## src/rtl/while_ent_inv.sv

```systemverilog
// while_ent_inv: bit-serial decoder for the WhileEnt affine encoder
//   xout = (M*a) mod 2^W - b, with M = COUNT+1 (odd, so invertible mod 2^W).
// Recovers a one bit per clock: IDLE -> SOLVE (W cycles) -> DONE.
// Optional macro WHILE_ENT_INV_BACK2BACK_EN lets DONE hand off straight to
// SOLVE when a new pair is waiting as the result is consumed.
module while_ent_inv #(
  parameter int unsigned W     = 8,
  parameter int unsigned COUNT = 4
) (
  input  logic         clk,
  input  logic         rst_n,
  input  logic         in_valid,
  output logic         in_ready,
  input  logic [W-1:0] xout,
  input  logic [W-1:0] b,
  output logic         out_valid,
  input  logic         out_ready,
  output logic [W-1:0] a,
  output logic         busy
);

  localparam int unsigned IW = (W > 1) ? $clog2(W) : 1;
  localparam logic [W-1:0] MW = W'(COUNT + 1);

  // An even multiplier has no inverse mod 2^W, so refuse to elaborate.
  if ((COUNT % 2) != 0) begin : g_count_check
    $error("while_ent_inv: COUNT must be even so that M = COUNT+1 is odd");
  end

  typedef enum logic [1:0] {
    IDLE  = 2'd0,
    SOLVE = 2'd1,
    DONE  = 2'd2
  } state_t;

  state_t         state, state_n;
  logic [W-1:0]   r, r_n;
  logic [IW-1:0]  i, i_n;
  logic [W-1:0]   acc, acc_n;
  logic [W-1:0]   a_n;
  logic           out_valid_n;
  logic           busy_n;

  // Accept decode: idle always, or DONE while the consumer takes the result.
`ifdef WHILE_ENT_INV_BACK2BACK_EN
  assign in_ready = (state == IDLE) || ((state == DONE) && out_ready);
`else
  assign in_ready = (state == IDLE);
`endif

  // State, datapath and registered outputs.
  always_ff @(posedge clk or negedge rst_n) begin
    if (!rst_n) begin
      state     <= IDLE;
      r         <= '0;
      i         <= '0;
      acc       <= '0;
      a         <= '0;
      out_valid <= 1'b0;
      busy      <= 1'b0;
    end else begin
      state     <= state_n;
      r         <= r_n;
      i         <= i_n;
      acc       <= acc_n;
      a         <= a_n;
      out_valid <= out_valid_n;
      busy      <= busy_n;
    end
  end

  // Next-state and datapath: peel one bit of a per SOLVE cycle. Since M is
  // odd, bit i of the residue equals bit i of the remaining quotient.
  always_comb begin
    state_n     = state;
    r_n         = r;
    i_n         = i;
    acc_n       = acc;
    a_n         = a;
    out_valid_n = out_valid;
    busy_n      = busy;
    case (state)
      IDLE: begin
        if (in_valid) begin
          r_n     = xout + b;
          i_n     = '0;
          acc_n   = '0;
          busy_n  = 1'b1;
          state_n = SOLVE;
        end
      end
      SOLVE: begin
        acc_n[i] = r[i];
        if (r[i]) begin
          r_n = r - (MW << i);
        end
        i_n = i + IW'(1);
        if (i == IW'(W - 1)) begin
          a_n         = acc_n;
          out_valid_n = 1'b1;
          busy_n      = 1'b0;
          state_n     = DONE;
        end
      end
      DONE: begin
        if (out_ready) begin
          out_valid_n = 1'b0;
          state_n     = IDLE;
`ifdef WHILE_ENT_INV_BACK2BACK_EN
          if (in_valid) begin
            r_n     = xout + b;
            i_n     = '0;
            acc_n   = '0;
            busy_n  = 1'b1;
            state_n = SOLVE;
          end
`endif
        end
      end
      default: begin
        state_n = IDLE;
      end
    endcase
  end

endmodule

```

## config.mk

```make
export PLATFORM = sky130hd
export DESIGN_NAME = while_ent_inv
export DESIGN_NICKNAME = d
export VERILOG_FILES = /design/src/rtl/while_ent_inv.sv
export SDC_FILE = /design/constraint.sdc
export NUM_CORES = 1
export LEC_CHECK = 0
export ABC_CLOCK_PERIOD_IN_PS = 2600
export BUFFER_PORTS_ARGS = -buffer_cell sky130_fd_sc_hd__buf_4
export CAP_MARGIN = 20
export CORE_MARGIN = 2
export CORE_UTILIZATION = 52
export DETAILED_ROUTE_END_ITERATION = 7
export GPL_TIMING_DRIVEN = 0
export PLACE_DENSITY_LB_ADDON = 0.25
export SYNTH_ARGS = -nofsm -noshare
export SYNTH_HDL_FRONTEND = slang
export SYNTH_SLANG_ARGS = --single-unit
```

## constraint.sdc

```tcl
create_clock -name clk -period 2.6 [get_ports clk]
set_clock_uncertainty 0.15 [all_clocks]
set_input_delay 0.26 -clock clk [delete_from_list [all_inputs] [get_ports clk]]
set_output_delay 0.26 -clock clk [all_outputs]
set_load 0.02 [all_outputs]
```

==> results.yml <==
status:
  outcome: "finished with violations"
  violations: "setup timing"
logic_synthesis:
  synthMuxAreaShare: 0.08679
  synth_simple_gate_area_frac: 0.1682
  ys_ff_latch: 31
  synth_area_um2: 2321
  ys_warn_count: 0
  ys_seq_area_frac: 0.3342
  synth_xor_area_frac: 0.01132
  synth_top_family_by_area: "compound AO/OA/AOI/OAI gates"
  async_flop_share: 1.000
  synth_compound_area_frac: 0.2313
  synth-edff-count: 0
  netlist_instances: 257
  synth_nets: 299
  synth_cell_types: 47
  synth_area_per_cell_um2: 9.031
  ys.flop_type: "dfrtp_1"
  synth_adder_area_share: 0.1251
hold_path:
  min_to: "state[1]$_DFFE_PN0P_"
  hold_depth: 4
  hp-class: "in -> reg"
  worstHoldStart: "out_ready"
global_route:
  overflow: 0
  grt_use_total: 0.2262
  grt_max_degree: 32
  grt_first_pass_wirelength_mm: 9.114
  antenna_found_initial: 0
  grt_pass1_vias: 1990
worst_setup_path:
  cp.depth: 9
  critPathArrivalTime_ps: 2620
  worstPathMaxFanout: 10
  critical_path.startpoint_type: "register"
  end_kind: "register"
  slowest_delay_ps: 430
  worstPathCellList: "buf_2 > nand2b_1 > ha_2 > a211oi_2 > a21oi_2 > o41ai_4 > buf_4 > mux2i_4 > nor4_4"
  cp_data_required_time_ps: 2610
  reg2reg_setup_slack_ps: -5
  slowest_stage: "dfrtp_1"
  startpoint: "i[2]$_DFFE_PN0P_"
  r2r_start: "i[2]$_DFFE_PN0P_"
  crit_family: "compound AO/OA/AOI/OAI gates"
  crit_buf_inv: 2
  r2r_cells: 9
  r2r_end: "r[7]$_DFFE_PN0P_"
  crit_type: "reg -> reg"
cells_and_area:
  drive_above_1_share: 0.2533
  final_common_cell: "buf_4"
  diodes: 0
  layout_common_cells: "buf_4 (38), o21ai_0 (32), dfrtp_1 (30), nand2_1 (21)"
  syn_to_final_growth_pct: 25.61
  fin_nets: 345
  fin_area_um2: 2915
drt:
  wl_met3_um: 217
  dr_wl_met2_mm: 2.795
  wl_mm: 5.565
  top_layer_used: "met4"
  route.detailed.drc: 0
  dr.pass1.iters: 4
  wl_met1_mm: 2.487
  num_vias: 2116
  wl_per_cell_um: 15.63
  vias_per_cell: 5.944
  antenna_left: 0
  drt-initial-drc-count: 128
sta:
  hold_violations: 0
  max-slew-margin-rel: 0.6155
  finalMaxSlewViolations: 0
  tightest_slew_ps: 574.7
  finalCritPeriodShare: 1.002
  timing.hold.ws_ps: 70.47
  setup_tns_ps: -4.768
  rsz0062_at_grt: "yes"
  fin_ws_ps: -4.768
  period_needed_ps: 2605
  fmax_mhz: 383.9
  setup_viol: 1
cts:
  cts_tree: "built"
  ctsHtreeMaxLevel: 2
  clockRootBuffer: "clkbuf_8"
  cts_made_buffers: 5
  clock_sinks: 31
  clk_path_buf_depth: 2
  path_clk_slew_ps: 70
  insertion_delay_ps: 290
power_and_ir_drop:
  p_leak_uw: 0.001265
  vdd_drop_max_uv: 530.0
  power_density_nw_per_um2: 1471
floorplan:
  die_h_um: 70.81
  start_util: 0.5367
  core_um2: 4324
  die_area_um2: 5014
  num_io_pins: 31
  die_w_um: 70.81
  num_rows: 24
place:
  placed_area_um2: 2644
  io_buffer_count: 30
  gp_congestion: 0.8207
  dp_hpwl_mm: 3.868
run:
  cap_violations: 0
synthesized netlist by cell type (all sizes together) (2+ instances only):
cell type  instances  area [µm²]
a211oi             4       30.03
a21o               2       15.01
a21oi             17       85.08
a31oi              3       18.77
a32o               8       80.08
and2               5       35.04
buf                6       40.04
clkbuf             5       18.77
dfrtp             31       775.7
fa                 2       40.04
ha                20       250.2
inv               11       41.29
mux2               3       41.29
mux2i             16       160.2
nand2             21       78.83
nand2b             5       31.28
nand3              7       35.03
nand4              2       12.51
nor2              15       56.30
nor2b              4       25.02
nor3               8       40.04
nor3b              3       22.52
o211ai             2       15.01
o21a               3       22.52
o21ai             33       165.2
o21bai             3       22.52
or4                2       15.01
xor2               2       17.52
cells by family after synthesis:
logic type	count (synthesis)
buffers and inverters	22
XOR/XNOR	3
AND/OR/NAND/NOR	77
adder cells (fa/ha/maj)	22
flip-flops	31
AO/OA/AOI/OAI	83
multiplexers	19
layout make-up:
| class | count | area [µm²] |
|---|---|---|
| multi-input cells | 204 | 1590 |
| flip-flops and latches | 31 | 777.0 |
| inverters | 11 | 46.29 |
| clock buffers | 7 | 76.32 |
| repair buffers | 39 | 295.3 |
| well taps | 52 | 65.06 |
| plain buffers | 11 | 60.06 |
| fillers | 373 | 1409 |
| clock inverters | 1 | 5.005 |
tightest hold or removal path: stages:
cell and delay [ps]:
buf_4 80, nor2_1 30, nand2_1 50, nand2_1 40
stage by stage:
step | instances | setup WS, ps | util | total power, µW
floorplan | 257 | 1.233 | - | 2819
global placement | 339 | -278.5 | 0.6114 | 3339
detailed placement | 339 | -297.4 | 0.6114 | 3396
CTS | 350 | 4.144 | 0.6476 | 3953
global route | 356 | -114.6 | 0.6742 | 4639
finish | 356 | -4.768 | 0.6742 | 4288
registers in the layout (all words and copies together) (netlist names):
register / cells
a: 8
r: 8
out_valid: 1
busy: 1
state: 2
acc: 8
i: 3
timing repair:
item,in CTS,in global routing
hold buffers,1,0
gates cloned,0,0
buffers inserted,2,6
pin swaps,1,7
setup endpoints to repair,4,4
gates resized for setup,10,12
endpoints found under the hold margin,31,0
worst max-delay path by stage:
stage                             to  slack, ps
floorplan           r[7]$_DFFE_PN0P_          1
global placement    r[7]$_DFFE_PN0P_       -280
detailed placement  r[7]$_DFFE_PN0P_       -300
CTS                 r[7]$_DFFE_PN0P_          4
global route        r[7]$_DFFE_PN0P_       -110
finish              r[7]$_DFFE_PN0P_         -5
routing by layer:
| layer | vias up | track usage |
|---|---|---|
| li1 | 1035 | - |
| met1 | 1011 | 0.2925 |
| met2 | 62 | 0.3884 |
| met3 | 8 | 0.03704 |
| met4 | 0 | 0.07128 |
| met5 | - | 0 |
report_power, final:
| group | total (µW) | switching (µW) | internal [µW] |
|---|---|---|---|
| sequential | 912 | 208 | 704 |
| combinational | 3010 | 1570 | 1440 |
| clock | 369 | 181 | 188 |
| total | 4290 | 1960 | 2330 |
(Power assumes the default switching activity.)
